### config.mk
export PLATFORM = sky130hd
export DESIGN_NAME = shift_reg_param_flat
export DESIGN_NICKNAME = d
export VERILOG_FILES = /design/src/rtl/shift_reg_param_if.sv /design/src/rtl/shift_reg_param.sv /design/src/flat_wrapper.sv
export SDC_FILE = /design/constraint.sdc
export NUM_CORES = 1
export LEC_CHECK = 0
export ABC_CLOCK_PERIOD_IN_PS = 3200
export BUFFER_PORTS_ARGS = -buffer_cell sky130_fd_sc_hd__buf_2
export CAP_MARGIN = 20
export CORE_UTILIZATION = 55
export DETAILED_ROUTE_END_ITERATION = 12
export HOLD_SLACK_MARGIN = 0.1
export PLACE_DENSITY = 0.82
export SYNTH_ARGS = -nofsm -noshare
export SYNTH_HDL_FRONTEND = slang
export SYNTH_SLANG_ARGS = --single-unit
export TNS_END_PERCENT = 1
### constraint.sdc
create_clock -name clk -period 3.2 [get_ports clk]
set_input_delay 0 -clock clk [delete_from_list [all_inputs] [get_ports clk]]
set_output_delay 0 -clock clk [all_outputs]
set_load 0.02 [all_outputs]
### src/rtl/shift_reg_param_if.sv
// ---------------------------------------------------------------------------
// shift_reg_param_if
// Bundles the control and data signals of shift_reg_param.
//
// Parameters
//   WIDTH      register width in bits
//   AMT_W      shift-amount width, $clog2(WIDTH)
//
// Signals
//   enable     global advance qualifier; low freezes the block
//   start      operation request
//   mode       operation select (hold/load/SLL/SRL/SRA/ROL/ROR/clear)
//   amount     shift or rotate distance
//   data_in    parallel load value
//   serial_in  fill bit for SLL/SRL
//   data_out   register contents
//   serial_out last bit shifted or rotated out
//   busy       high while a multi-cycle shift is running
//   done       one-cycle completion pulse
//
// Modports
//   master     drives the requests (testbench or host logic)
//   slave      the shift register itself
//
// The instance parameters must match those of the shift_reg_param that
// uses the slave modport.
// ---------------------------------------------------------------------------
interface shift_reg_param_if #(
    parameter int WIDTH = 8,
    parameter int AMT_W = $clog2(WIDTH)
);
    logic             enable;
    logic             start;
    logic [2:0]       mode;
    logic [AMT_W-1:0] amount;
    logic [WIDTH-1:0] data_in;
    logic             serial_in;
    logic [WIDTH-1:0] data_out;
    logic             serial_out;
    logic             busy;
    logic             done;

    modport master (
        output enable, start, mode, amount, data_in, serial_in,
        input  data_out, serial_out, busy, done
    );

    modport slave (
        input  enable, start, mode, amount, data_in, serial_in,
        output data_out, serial_out, busy, done
    );
endinterface

### src/rtl/shift_reg_param.sv
// ---------------------------------------------------------------------------
// shift_reg_param
// Parameterised shift/rotate register with a small request/done handshake.
// Modes: 000 hold, 001 load, 010 SLL, 011 SRL, 100 SRA, 101 ROL, 110 ROR,
// 111 clear.
//
// Ports
//   clk    single clock, all state changes on its rising edge
//   reset  synchronous, active-high reset (beats enable and every request)
//   bus    shift_reg_param_if.slave: enable, start, mode, amount, data_in,
//          serial_in in; data_out, serial_out, busy, done out
//
// Build option
//   SHIFT_REG_PARAM_BARREL_EN  when defined, shifts and rotates finish at
//          the accept edge through a barrel network and SHIFT is never
//          entered. When undefined (default), a shift moves one bit per
//          enabled cycle. Final data_out/serial_out match in both builds.
// ---------------------------------------------------------------------------
module shift_reg_param #(
    parameter int WIDTH = 8,
    parameter int AMT_W = $clog2(WIDTH)
) (
    input  logic                  clk,
    input  logic                  reset,
    shift_reg_param_if.slave      bus
);

    localparam logic [2:0] MODE_HOLD  = 3'b000;
    localparam logic [2:0] MODE_LOAD  = 3'b001;
    localparam logic [2:0] MODE_SLL   = 3'b010;
    localparam logic [2:0] MODE_SRL   = 3'b011;
    localparam logic [2:0] MODE_SRA   = 3'b100;
    localparam logic [2:0] MODE_ROL   = 3'b101;
    localparam logic [2:0] MODE_ROR   = 3'b110;
    localparam logic [2:0] MODE_CLEAR = 3'b111;

    typedef enum logic [1:0] {
        IDLE  = 2'd0,
        SHIFT = 2'd1,
        DONE  = 2'd2
    } state_t;

    state_t           state;
    logic [2:0]       op_q;
    logic             fill_q;
    logic [AMT_W-1:0] count_q;
    logic [WIDTH-1:0] data_q;
    logic             serial_q;
    logic             busy_q;
    logic             done_q;

    logic [WIDTH-1:0] step_data;
    logic             step_out;

    // One-bit move of the register in the captured direction, used while in
    // SHIFT. The exiting bit is returned alongside so serial_out can follow.
    always_comb begin
        step_data = data_q;
        step_out  = serial_q;
        case (op_q)
            MODE_SLL: begin
                step_data = {data_q[WIDTH-2:0], fill_q};
                step_out  = data_q[WIDTH-1];
            end
            MODE_SRL: begin
                step_data = {fill_q, data_q[WIDTH-1:1]};
                step_out  = data_q[0];
            end
            MODE_SRA: begin
                step_data = {data_q[WIDTH-1], data_q[WIDTH-1:1]};
                step_out  = data_q[0];
            end
            MODE_ROL: begin
                step_data = {data_q[WIDTH-2:0], data_q[WIDTH-1]};
                step_out  = data_q[WIDTH-1];
            end
            MODE_ROR: begin
                step_data = {data_q[0], data_q[WIDTH-1:1]};
                step_out  = data_q[0];
            end
            default: begin
                step_data = data_q;
                step_out  = serial_q;
            end
        endcase
    end

`ifdef SHIFT_REG_PARAM_BARREL_EN
    logic [WIDTH-1:0] barrel_data;
    logic             barrel_serial;
    logic [AMT_W-1:0] rot_amt;
    logic [WIDTH:0]   sll_res;
    logic [WIDTH:0]   srl_res;
    logic [WIDTH:0]   sra_res;
    logic [WIDTH-1:0] rol_res;
    logic [WIDTH-1:0] ror_res;

    // Full-distance shift/rotate computed from the live request inputs at the
    // accept edge. Shifts run through a 3*WIDTH extension padded with two
    // words of fill (or sign) so amounts up to 2*WIDTH-1 still produce the
    // correct fill pattern; the extra bit beyond the result catches the last
    // bit that fell out. For rotates the last exiting bit is the one that
    // wrapped into the vacated end of the result.
    always_comb begin
        rot_amt = AMT_W'(32'(bus.amount) % WIDTH);
        sll_res = (WIDTH+1)'(({1'b0, data_q, {2*WIDTH{bus.serial_in}}}
                              << bus.amount) >> (2*WIDTH));
        srl_res = (WIDTH+1)'({{2*WIDTH{bus.serial_in}}, data_q, 1'b0}
                             >> bus.amount);
        sra_res = (WIDTH+1)'({{2*WIDTH{data_q[WIDTH-1]}}, data_q, 1'b0}
                             >> bus.amount);
        rol_res = WIDTH'(({data_q, data_q} << rot_amt) >> WIDTH);
        ror_res = WIDTH'({data_q, data_q} >> rot_amt);

        barrel_data   = data_q;
        barrel_serial = serial_q;
        case (bus.mode)
            MODE_SLL: begin
                barrel_data   = sll_res[WIDTH-1:0];
                barrel_serial = sll_res[WIDTH];
            end
            MODE_SRL: begin
                barrel_data   = srl_res[WIDTH:1];
                barrel_serial = srl_res[0];
            end
            MODE_SRA: begin
                barrel_data   = sra_res[WIDTH:1];
                barrel_serial = sra_res[0];
            end
            MODE_ROL: begin
                barrel_data   = rol_res;
                barrel_serial = rol_res[0];
            end
            MODE_ROR: begin
                barrel_data   = ror_res;
                barrel_serial = ror_res[WIDTH-1];
            end
            default: begin
                barrel_data   = data_q;
                barrel_serial = serial_q;
            end
        endcase
    end
`endif

    // Control FSM with registered busy/done. Nothing advances while enable is
    // low, so every register (including busy and done) simply holds. Hold,
    // load, clear and zero-distance shifts finish at the accept edge; longer
    // shifts either iterate in SHIFT or finish via the barrel network.
    always_ff @(posedge clk) begin
        if (reset) begin
            state    <= IDLE;
            op_q     <= MODE_HOLD;
            fill_q   <= 1'b0;
            count_q  <= '0;
            data_q   <= '0;
            serial_q <= 1'b0;
            busy_q   <= 1'b0;
            done_q   <= 1'b0;
        end else if (bus.enable) begin
            case (state)
                IDLE: begin
                    if (bus.start) begin
                        op_q   <= bus.mode;
                        fill_q <= bus.serial_in;
                        state  <= DONE;
                        done_q <= 1'b1;
                        case (bus.mode)
                            MODE_HOLD: begin
                                data_q <= data_q;
                            end
                            MODE_LOAD: begin
                                data_q <= bus.data_in;
                            end
                            MODE_CLEAR: begin
                                data_q <= '0;
                            end
                            default: begin
                                if (bus.amount != '0) begin
`ifdef SHIFT_REG_PARAM_BARREL_EN
                                    data_q   <= barrel_data;
                                    serial_q <= barrel_serial;
`else
                                    count_q <= bus.amount;
                                    state   <= SHIFT;
                                    busy_q  <= 1'b1;
                                    done_q  <= 1'b0;
`endif
                                end
                            end
                        endcase
                    end
                end
                SHIFT: begin
                    data_q   <= step_data;
                    serial_q <= step_out;
                    count_q  <= count_q - AMT_W'(1);
                    if (count_q == AMT_W'(1)) begin
                        state  <= DONE;
                        busy_q <= 1'b0;
                        done_q <= 1'b1;
                    end
                end
                DONE: begin
                    state  <= IDLE;
                    done_q <= 1'b0;
                end
                default: begin
                    state  <= IDLE;
                    busy_q <= 1'b0;
                    done_q <= 1'b0;
                end
            endcase
        end
    end

    assign bus.data_out   = data_q;
    assign bus.serial_out = serial_q;
    assign bus.busy       = busy_q;
    assign bus.done       = done_q;

endmodule
### src/flat_wrapper.sv
// flat-port wrapper written by rule: the top's interface ports become plain ports
module shift_reg_param_flat 
#(
    parameter int WIDTH = 8,
    parameter int AMT_W = $clog2(WIDTH)
)
  (clk, reset, bus_enable, bus_start, bus_mode, bus_amount, bus_data_in, bus_serial_in, bus_data_out, bus_serial_out, bus_busy, bus_done);
  shift_reg_param_if #(.WIDTH(WIDTH), .AMT_W(AMT_W)) bus_i ();
  input  logic clk;
  input  logic reset;
  input wire logic [$bits(bus_i.enable)-1:0] bus_enable;
  input wire logic [$bits(bus_i.start)-1:0] bus_start;
  input wire logic [$bits(bus_i.mode)-1:0] bus_mode;
  input wire logic [$bits(bus_i.amount)-1:0] bus_amount;
  input wire logic [$bits(bus_i.data_in)-1:0] bus_data_in;
  input wire logic [$bits(bus_i.serial_in)-1:0] bus_serial_in;
  output wire logic [$bits(bus_i.data_out)-1:0] bus_data_out;
  output wire logic [$bits(bus_i.serial_out)-1:0] bus_serial_out;
  output wire logic [$bits(bus_i.busy)-1:0] bus_busy;
  output wire logic [$bits(bus_i.done)-1:0] bus_done;
  assign bus_i.enable = bus_enable;
  assign bus_i.start = bus_start;
  assign bus_i.mode = bus_mode;
  assign bus_i.amount = bus_amount;
  assign bus_i.data_in = bus_data_in;
  assign bus_i.serial_in = bus_serial_in;
  assign bus_data_out = bus_i.data_out;
  assign bus_serial_out = bus_i.serial_out;
  assign bus_busy = bus_i.busy;
  assign bus_done = bus_i.done;
  shift_reg_param #(.WIDTH(WIDTH), .AMT_W(AMT_W)) u_core (.clk(clk), .reset(reset), .bus(bus_i));
endmodule
======== Word level (Yosys, flattened, before mapping) ========
Index checks and enable logic that the tools add are counted.
operators by class
  magnitude comparators ................... 0
  eq/ne operators ......................... 18
  divide/modulo/power cells ............... 0
  shift operators ......................... 0
  reduce and logical (&&, ||, !) cells .... 15
  multiplexer cells ....................... 24
  multiply operators ...................... 0
  bitwise gates (word level) .............. 1
  $add $sub $neg .......................... 1
operators with widths
  cell                count
  $pmux 8 s5          1
  $pmux 8 s2          2
  $eq 3x3->1 const B  4
  $reduce_and 6->1    2
  $reduce_and 5->1    2
  $mux 3              3
  $reduce_and 3->1    3
  $mux 1              8
  $mux 2              4
  $mux 8              1
  $eq 3x1->1 const B  2
  $eq 3x2->1 const B  2
  $ne 2x2->1 const B  3
  $ne 6x6->1 const B  1
  $pmux 3 s2          1
  $reduce_or 3->1     2
  $ne 5x5->1 const B  1
  $ne 2x1->1 const B  2
  $pmux 1 s2          2
  $pmux 2 s2          1
  $reduce_bool 2->1   2
  $logic_not 3->1     1
  $ne 3x3->1 const B  1
  $pmux 1 s3          1
  other kinds (7)     7
storage, ports and cells
  memories kept ........................... 0
  bits in registers ....................... 20
  ROM bits ................................ 0
  bits in writable memories ............... 0
  latch bits .............................. 0
  output and inout port bits .............. 11

======== Logic depth before layout (Yosys ltp) ========
Gate-level depths: netlist of the first run.
  depth in word-level cells ............... 5
  gate-level depth with buffers ........... 6

======== Worst setup path after synthesis of the first run ========
No wires, ideal clock.
  path kind ............................... flip-flop to flip-flop
  from .................................... register u_core.count_q[1]
  to ...................................... register u_core.busy_q (netlist: u_core.bus.busy)
  required time ........................... 3.081 ns
  library setup time ...................... 0.119 ns
  cell stages (with the launch flop) ...... 7
  data arrival time ....................... 1.353 ns
  path slack .............................. 1.728 ns
  path through ............................ dfxtp_1 inv_1 ha_1 and3b_1 o31ai_1 nor3b_1 o221a_2
on the way
  cells in the longest elaborated chain, start to end .. 3
RTL lines
  item                               RTL line                text
  start: declaration                 shift_reg_param.sv:46   logic [AMT_W-1:0] count_q;
  start signal: assignment           shift_reg_param.sv:184  count_q <= bus.amount;
  start signal: assignment           shift_reg_param.sv:197  count_q <= count_q - AMT_W'(1);
  $eq 3x1->1                         shift_reg_param.sv:198  if (count_q == AMT_W'(1)) begin
  $ne 2x1->1 (no source line)        --
  $reduce_and 6->1 (no source line)  --
  end signal: assignment             shift_reg_param.sv:186  busy_q <= 1'b1;
  end signal: assignment             shift_reg_param.sv:200  busy_q <= 1'b0;
  end signal: assignment             shift_reg_param.sv:210  busy_q <= 1'b0;
  end: declaration                   shift_reg_param.sv:49   logic busy_q;
No other way between the ends.
A chain may end at the register's enable or synchronous reset.

======== Worst setup path in the final report of the first run ========
  from .................................... register u_core.state[0]
  to ...................................... register u_core.fill_q
on the way
  cells in the longest elaborated chain, start to end .. 2
RTL lines
  item                               RTL line                text
  start: declaration                 shift_reg_param.sv:43   state_t state;
  start signal: assignment           shift_reg_param.sv:152  state <= IDLE;
  start signal: assignment           shift_reg_param.sv:166  state <= DONE;
  start signal: assignment           shift_reg_param.sv:185  state <= SHIFT;
  $logic_not 2->1                    shift_reg_param.sv:161  case (state)
  $reduce_and 3->1 (no source line)  --
  end signal: assignment             shift_reg_param.sv:165  fill_q <= bus.serial_in;
  end: declaration                   shift_reg_param.sv:45   logic fill_q;
No other way between the ends.

==> results.sh, run 1 <==
export IMPL_p_seq_share_pct=51.3
export IMPL_dieArea_mm2=0.00247
export IMPL_arrival_ns=2.19
export IMPL_finalSetupTns_ns=0
export IMPL_drtIter0Drc=27
export IMPL_io_pin_count=30
export IMPL_fin_nets=215
export IMPL_nFillCells=165
export IMPL_drt_pass1_iter_count=5
export IMPL_yosysWarnings=0
export IMPL_track_usage_pct=29.2
export IMPL_overflow=0
export IMPL_synth_area_per_cell_um2=8.29
export IMPL_rr_worst_depth=5
export IMPL_dp_hpwl_mm=2.35
export IMPL_status="finished, final reports clean"
export IMPL_synth_edf_count=0
export IMPL_ys_seq_area_share_pct=32.0
export IMPL_ant_nets=0
export IMPL_setup_viol=0
export IMPL_rsz0062_at_grt="no"
export IMPL_finish_utilization_pct=77.8
export IMPL_grt_antenna_before_repair=0
export IMPL_cts_buffer_depth=2
export IMPL_ys_ff_latch=20
export IMPL_cts_tree="built"
export IMPL_path_class="reg2reg"
export IMPL_vias=1322
export IMPL_powerDensity_mw_per_mm2=347
export IMPL_fin_skew_ns=0.00103
export IMPL_ir_worst_vdd_mv=0.252
export IMPL_fp_row_count=16
export IMPL_die_h_um=49.7
export IMPL_r2r_end="u_core.fill_q"
export IMPL_grt_pass1_wl_mm=5.55
export IMPL_hold_path_class="in2reg"
export IMPL_grt_pass1_vias=1243
export IMPL_globalplace_congestion=0.840
export IMPL_hold_viol=0
export IMPL_port_buffers=29
export IMPL_grt_max_degree=21
export IMPL_startpoint="u_core.state[0]"
export IMPL_synthFlopType="dfxtp_1"
export IMPL_critPathLaunchType="flip-flop"
export IMPL_pwr_share_comb_pct=27.0
export IMPL_reg2reg_slack_ns=1.21
export IMPL_period_share_pct=62.3
export IMPL_required_ns=3.39
export IMPL_cts_clk_slew_worst_paths_ns=0.11
export IMPL_clock_power_share_pct=21.8
export IMPL_rr_startpoint="u_core.state[0]"
export IMPL_clkLatencyLatePin_ns=0.29
export IMPL_via_per_inst=6.04
export IMPL_syn_area_mm2=0.00125
export IMPL_fmaxAchievable_ghz=0.502
export IMPL_htreeDepth=1
export IMPL_async_reset_ff_share_pct=0
export IMPL_critPathCapture="u_core.fill_q"
export IMPL_cts_resized=0
export IMPL_diodes=0
export IMPL_drc=0
export IMPL_ctsHoldBuffers=17
export IMPL_drive_gt1_share_pct=21.9
export IMPL_drv_slew=0
export IMPL_core_area_mm2=0.00204
export IMPL_relSlewSlack_pct=60.7
export IMPL_synth_cells=151
export IMPL_post_cts_buffers=0
export IMPL_cap_violations=0
export IMPL_die_width_um=49.7
export IMPL_initial_core_util_pct=61.3
export IMPL_swShare_pct=31.7
export IMPL_routedWlPerCell_um=15.6
export IMPL_final_min_clock_period_ns=1.99
export IMPL_wirelength_mm=3.42
export IMPL_cts_buffers=3
export IMPL_cts_root_buf="clkbuf_4"
export IMPL_area_delta_synth_final_pct=26.8
export IMPL_critPathMaxFanout=8
export IMPL_p_int_mw=0.377
export IMPL_synth_fp_nets=172
export IMPL_switching_power_mw=0.175
export IMPL_clkSinkCount=20
export IMPL_tightest_slew_ns=0.585
export IMPL_yosysUniqueCellTypes=40
export IMPL_end_kind="flip-flop"
export IMPL_power_leakage_nw=0.663
==> cell families (layout without fill, tap and decap cells) <==
| logic type | Yosys count | in the layout | synth area share, % |
|---|---|---|---|
| AOI/OAI and AO/OA | 55 | 55 | 32.3 |
| and+or+nand+nor | 53 | 53 | 23.0 |
| DFF | 20 | 20 | 32.0 |
| buffers and inverters | 14 | 55 | 5.29 |
| muxes | 6 | 6 | 4.80 |
| adders and majority gates | 2 | 2 | 2.00 |
| xor gates and xnor gates | 1 | 1 | 0.699 |
==> critical path: stages, from the launching register on <==
cell,delay [ns]
dfxtp_1,0.40
nor4bb_1,0.43
buf_4,0.24
mux2i_1,0.20
nor2_1,0.06
dlygate4sd3_1,0.57
==> cell usage in the layout, fill, tap and decap left out, types with 2 or more instances in the layout <==
cell           netlist  layout
buf_2                5      29
dfxtp_1             20      20
dlygate4sd3_1        0      17
a21oi_1             15      15
nor2_1              12      12
nand2_1             12      12
a311oi_1             9       9
and3_1               7       7
mux2i_1              6       6
a21boi_0             6       6
o21ai_0              5       5
inv_1                4       4
nand3b_1             4       4
nand2b_1             4       4
nor2b_1              3       3
nor3_1               3       3
o21ai_2              3       3
o21ai_1              3       3
clkbuf_4             0       3
and2_1               2       2
o31ai_1              2       2
a211oi_1             2       2
ha_1                 2       2
buf_4                2       2
==> worst min path at each step <==
stage / start / to / slack (ns) / cells past startpoint
3_3_place_gp: bus_serial_in / u_core.fill_q / 0.24 / 3
3_5_place_dp: bus_serial_in / u_core.fill_q / 0.27 / 3
2_1_floorplan: bus_serial_in / u_core.fill_q / 0.15 / 2
5_1_grt: reset / u_core.state[0] / 0.13 / 2
6_report: reset / u_core.bus.done / 0.12 / 2
4_1_cts: reset / u_core.op_q[1] / 0.11 / 2
==> through the flow <==
stage	area, um^2	total power [mW]	std cells	hold WS, ns	setup slack [ns]
after global routing	1590	0.578	219	0.130	1.10
after global placement	1400	0.410	199	0.241	1.66
after CTS	1590	0.549	219	0.112	1.23
after detailed placement	1400	0.418	199	0.271	1.57
after floorplan	1250	0.376	151	0.147	1.73
final	1590	0.552	219	0.124	1.21
==> sequential cells by signal, summed over array words and instances, names as in the netlist <==
name                   count
u_core.bus.data_out        8
u_core.bus.done            1
u_core.bus.serial_out      1
u_core.bus.busy            1
u_core.state               2
u_core.fill_q              1
u_core.count_q             3
u_core.op_q                3
==> power groups by stage <==
stage	clock network [mW]	registers (mW)	logic, mW
floorplan	0	0.292	0.0842
global placement	0	0.286	0.124
detailed placement	0	0.288	0.130
CTS	0.121	0.282	0.146
global route	0.130	0.285	0.163
finish	0.120	0.283	0.149
==> final cells by class <==
type	count	area, um^2	area share [%]
Clock buffer	3	22.5	1.42
Inverter	4	15.0	0.946
Multi-Input combinational cell	117	786	49.5
Sequential cell	20	400	25.2
Tap cell	27	33.8	2.13
Timing Repair Buffer	48	330	20.8
==> layer usage <==
metal | GRT usage, % | part of all wire [%] | routed length (um) | up-vias
met4 | 8.57 | 0.91 | 31 | 0
met5 | 0 | 0 | 0 | -
met1 | 36.1 | 42 | 1440 | 636
li1 | - | - | - | 645
met3 | 4.01 | 4.1 | 139 | 4
met2 | 52.0 | 53 | 1810 | 37
==> cells in the mapped netlist (2+ instances only) <==
| master | number | area [um^2] |
|---|---|---|
| o31ai_1 | 2 | 15.0 |
| nor2_1 | 12 | 45.0 |
| a311oi_1 | 9 | 78.8 |
| o21ai_2 | 3 | 26.3 |
| and2_1 | 2 | 12.5 |
| buf_2 | 5 | 25.0 |
| clkbuf_1 | 3 | 11.3 |
| nor2b_1 | 3 | 18.8 |
| a211oi_1 | 2 | 15.0 |
| a21oi_1 | 15 | 75.1 |
| ha_1 | 2 | 25.0 |
| nor3_1 | 3 | 15.0 |
| and3_1 | 7 | 43.8 |
| mux2i_1 | 6 | 60.1 |
| nand3b_1 | 4 | 30.0 |
| o21ai_1 | 3 | 15.0 |
| buf_4 | 2 | 15.0 |
| nand2_1 | 12 | 45.0 |
| o21ai_0 | 5 | 25.0 |
| nand2b_1 | 4 | 25.0 |
| a21boi_0 | 6 | 45.0 |
| inv_1 | 4 | 15.0 |
| dfxtp_1 | 20 | 400 |
Note: power is estimated with default switching activity, not from simulation.
==> inputs of run 2 (changes only) <==
- ABC_CLOCK_PERIOD_IN_PS: 3200 -> 1850
- CORE_UTILIZATION: 55 -> 52
- PLACE_DENSITY: 0.82 -> 0.78
- clock period: 3.2 -> 1.85 ns (I/O delays scaled with it)
==> run 2 against run 1 <==
Compared with the run above: total power rose by 82%; routed wire length fell by 8.2%; register-to-register slack got worse by 0.97 ns; core utilization fell by 6.1 points; non-clock buffer count did not move; via count rose by 0.23%; sequential power rose by 73%; setup slack got worse by 1.0 ns; critical path depth rose by 1; cell count rose by 0.91%.
==> results.sh, run 2 (synthesized netlist as in run 1, its figures left out) <==
export IMPL_status="finished, final reports clean"
export IMPL_largest_reg_flops=8
export IMPL_grt_antenna_before_repair=0
export IMPL_wirelength_mm=3.14
export IMPL_cap_violations=0
export IMPL_cts_resized=0
export IMPL_required_ns=2.06
export IMPL_total_power_mw=1.00
export IMPL_arrival_ns=1.89
export IMPL_cts_clk_slew_worst_paths_ns=0.11
export IMPL_setup_viol=0
export IMPL_grt_pass1_wl_mm=5.16
export IMPL_clkSinkCount=20
export IMPL_routedWlPerCell_um=14.2
export IMPL_htreeDepth=1
export IMPL_dieArea_mm2=0.00261
export IMPL_rr_startpoint="u_core.state[1]"
export IMPL_rsz0062_at_grt="no"
export IMPL_startpoint="bus_mode[1]"
export IMPL_port_buffers=29
export IMPL_final_min_clock_period_ns=1.69
export IMPL_ant_nets=0
export IMPL_ctsHoldBuffers=16
export IMPL_area_delta_synth_final_pct=27.8
export IMPL_finalSetupTns_ns=0
export IMPL_path_class="in2reg"
export IMPL_critPathLaunchType="primary input"
export IMPL_period_share_pct=91.1
export IMPL_via_per_inst=6.00
export IMPL_drive_gt1_share_pct=22.8
export IMPL_fmaxAchievable_ghz=0.593
export IMPL_fin_nets=215
export IMPL_critPathMaxFanout=6
export IMPL_track_usage_pct=26.5
export IMPL_vias=1325
export IMPL_post_cts_buffers=0
export IMPL_fp_row_count=17
export IMPL_cts_buffers=3
export IMPL_cts_root_buf="clkbuf_4"
export IMPL_relSlewSlack_pct=60.1
export IMPL_drtIter0Drc=35
export IMPL_globalplace_congestion=0.861
export IMPL_final_common_cell="buf_2"
export IMPL_core_area_mm2=0.00223
export IMPL_drt_pass1_iter_count=4
export IMPL_drv_slew=0
export IMPL_power_leakage_nw=0.665
export IMPL_diodes=0
export IMPL_grt_pass1_vias=1186
export IMPL_drc=0
export IMPL_end_kind="flip-flop"
export IMPL_hold_ws_ns=0.107
export IMPL_die_width_um=51.1
export IMPL_ir_worst_vdd_mv=0.411
export IMPL_die_h_um=51.1
export IMPL_cts_buffer_depth=2
export IMPL_cts_tree="built"
export IMPL_fin_skew_ns=0.00553
export IMPL_layout_common_cells="buf_2, dfxtp_1, dlygate4sd3_1"
export IMPL_tightest_slew_ns=0.594
export IMPL_hold_viol=0
export IMPL_powerDensity_mw_per_mm2=627
export IMPL_overflow=0
export IMPL_dp_hpwl_mm=2.12
export IMPL_initial_core_util_pct=56.1
export IMPL_grt_max_degree=21
export IMPL_hold_path_class="in2reg"
export IMPL_clkLatencyLatePin_ns=0.31
export IMPL_hold_start="bus_amount[2]"
export IMPL_io_pin_count=30
## run 2: worst max-delay path, stage by stage
cell and delay [ns]:
dlygate4sd3_1 0.56, buf_2 0.15, and3_4 0.19, o41ai_4 0.55
o21ai_1 0.15, a32o_1 0.29
## run 2: final cells by class
class | instances | area (um^2)
multi-input combinational | 117 | 786
fill | 194 | 633
tap | 28 | 35.0
sequential | 20 | 400
inverter | 4 | 15.0
clock buffer | 4 | 36.3
timing repair buffer | 48 | 328
## run 2: through the flow
step	utilization, %	worst slack, ns	cells	instance area, um^2
6_report	71.7	0.165	221	1600
5_1_grt	71.7	0.101	221	1600
4_1_cts	71.7	0.226	221	1600
3_5_place_dp	62.9	0.265	201	1400
3_3_place_gp	62.9	0.359	201	1400
2_1_floorplan	-	0.378	151	1250
## run 2: path summary, 6_finish.rpt
kind / end / slack (ns) / cells after the start
hold reg to reg: u_core.bus.done / 0.46 / 2
setup / recovery: u_core.count_q[2] / 0.16 / 6
setup reg to reg: u_core.bus.data_out[0] / 0.24 / 4
hold / removal: u_core.count_q[2] / 0.11 / 4
## run 2: power by group
part / internal, mW / switching [mW]
combinational: 0.119 / 0.133
clock: 0.120 / 0.142
sequential: 0.458 / 0.0319
## run 2: metal layers
layer	wire length [um]	GRT usage, %	vias up	part of all wire, %
li1	-	-	647	-
met1	1420	33.7	616	45
met2	1460	43.4	53	47
met3	187	3.27	9	6.0
met4	70	13.4	0	2.2
met5	0	0	-	0
==> inputs of run 3 (changes only) <==
- ABC_CLOCK_PERIOD_IN_PS: 1850 -> 2000
- CORE_UTILIZATION: 52 -> 55
- PLACE_DENSITY: 0.78 -> 0.82
- clock period: 1.85 -> 2 ns (I/O delays scaled with it)
==> run 3 against run 2 <==
Compared with the run above: combinational power rose by 2%; sequential power fell by 7.8%; total power fell by 5.4%; worst hold slack improved by 0.020 ns; register-to-register slack got worse by 0.20 ns.
==> results.sh, run 3 (synthesized netlist as in run 1, its figures left out) <==
export IMPL_hold_path_class="in2reg"
export IMPL_grt_max_degree=21
export IMPL_path_buf_inv=3
export IMPL_die_width_um=49.7
export IMPL_cts_buffers=3
export IMPL_fin_area_mm2=0.00168
export IMPL_port_buffers=29
export IMPL_arrival_ns=2.16
export IMPL_critPathLaunchType="flip-flop"
export IMPL_cts_buffer_depth=2
export IMPL_path_class="reg2reg"
export IMPL_fin_nets=223
export IMPL_crit_chain="buf_4 > nor4bb_1 > buf_4 > mux2i_1 > nor2_1 > dlygate4sd3_1"
export IMPL_register_area_um2=402
export IMPL_critPathMaxFanout=7
export IMPL_htreeDepth=1
export IMPL_dp_hpwl_mm=2.17
export IMPL_io_pin_count=30
export IMPL_placed_cell_area_mm2=0.00141
export IMPL_grt_antenna_before_repair=0
export IMPL_routedWlPerCell_um=16.0
export IMPL_nFillCells=153
export IMPL_ir_worst_vdd_mv=0.581
export IMPL_ant_nets=0
export IMPL_largest_reg_flops=8
export IMPL_cpMostUsedCell="buf_4"
export IMPL_cts_clk_slew_worst_paths_ns=0.12
export IMPL_drtIter0Drc=37
export IMPL_placedCellCount=201
export IMPL_powerDensity_mw_per_mm2=565
export IMPL_final_min_clock_period_ns=1.96
export IMPL_drc=0
export IMPL_crit_slowest_cell="dlygate4sd3_1"
export IMPL_grt_pass1_vias=1352
export IMPL_initial_core_util_pct=61.3
export IMPL_track_usage_pct=32.6
export IMPL_rr_startpoint="u_core.state[0]"
export IMPL_core_area_mm2=0.00204
export IMPL_drv_slew=0
export IMPL_max_stage_delay_ns=0.57
export IMPL_vias=1415
export IMPL_critPathCapture="u_core.op_q[0]"
export IMPL_overflow=0
export IMPL_via_per_inst=6.21
export IMPL_relSlewSlack_pct=60.3
export IMPL_total_power_mw=0.949
export IMPL_cts_root_buf="clkbuf_4"
export IMPL_grt_pass1_wl_mm=6.09
export IMPL_end_kind="flip-flop"
export IMPL_status="finished, final reports clean"
export IMPL_cts_tree="built"
export IMPL_die_h_um=49.7
export IMPL_setup_viol=0
export IMPL_instances_no_fill=228
export IMPL_globalplace_congestion=0.828
export IMPL_drt_pass1_iter_count=4
export IMPL_clkSinkCount=20
export IMPL_power_leakage_nw=0.741
export IMPL_tightest_slew_ns=0.591
export IMPL_layout_common_cells="buf_2, dfxtp_1, dlygate4sd3_1"
export IMPL_startpoint="u_core.state[0]"
export IMPL_rr_worst_depth=6
export IMPL_dieArea_mm2=0.00247
export IMPL_clkLatencyLatePin_ns=0.31
export IMPL_finish_utilization_pct=82.2
export IMPL_r2r_end="u_core.op_q[0]"
export IMPL_drive_gt1_share_pct=24.9
export IMPL_required_ns=2.20
export IMPL_fin_skew_ns=0.0119
export IMPL_hold_viol=0
export IMPL_multi_input_area_um2=790
export IMPL_area_delta_synth_final_pct=34.1
export IMPL_cp_depth=6
export IMPL_cap_violations=0
export IMPL_wirelength_mm=3.65
export IMPL_reg2reg_slack_ns=0.04
export IMPL_fp_row_count=16
export IMPL_period_share_pct=97.8
export IMPL_crit_family="buffers and inverters"
export IMPL_final_common_cell="buf_2"
export IMPL_hold_ws_ns=0.127
export IMPL_fmaxAchievable_ghz=0.511
export IMPL_diodes=0
[run 3: power by group]
| part | internal [mW] | switching, mW | total (mW) |
|---|---|---|---|
| clock | 0.111 | 0.129 | 0.241 |
| combinational | 0.122 | 0.136 | 0.257 |
| sequential | 0.424 | 0.0279 | 0.452 |
[run 3: what timing repair did]
action	4_1_cts	5_1_grt
buffers inserted	0	3
setup endpoints to repair	0	3
hold buffers	21	0
gates resized for setup	0	4
hold endpoints to repair	17	0
[run 3: worst reg2reg max path: cells and delay by family (launching register included)]
| kind | cells | cell delay [ns] |
|---|---|---|
| simple gates | 2 | 0.32 |
| mux | 1 | 0.25 |
| flops | 1 | 0.35 |
| buf+inv | 3 | 0.92 |
[run 3: how the worst min path moves through the flow]
stage | start | to | slack (ns) | depth (start not counted)
6_report | bus_amount[2] | u_core.count_q[2] | 0.13 | 4
3_5_place_dp | bus_serial_in | u_core.fill_q | 0.26 | 3
5_1_grt | bus_amount[2] | u_core.count_q[2] | 0.15 | 4
3_3_place_gp | bus_serial_in | u_core.fill_q | 0.24 | 3
2_1_floorplan | bus_serial_in | u_core.fill_q | 0.15 | 2
4_1_cts | bus_amount[2] | u_core.count_q[2] | 0.11 | 4
[run 3: through the flow]
stage	TNS, ns	worst slack, ns
after global routing	-0.00973	-0.00973
after detailed placement	0	0.394
after global placement	0	0.429
final	0	0.0430
after CTS	0	0.101
after floorplan	0	0.528
[run 3: area by class of cell]
type | count | share of cell area [%]
Multi-Input combinational cell | 117 | 47.0
Inverter | 4 | 0.894
Tap cell | 27 | 2.01
Timing Repair Buffer | 56 | 24.0
Clock buffer | 4 | 2.16
Sequential cell | 20 | 23.9
[run 3: routing by layer]
layer  track usage [%]  wire, um  vias up
met2              56.3      1840       52
li1                  -         -      668
met5                 0         0        -
met4              12.4       116        0
met1              38.5      1490      679
met3              7.72       196       16
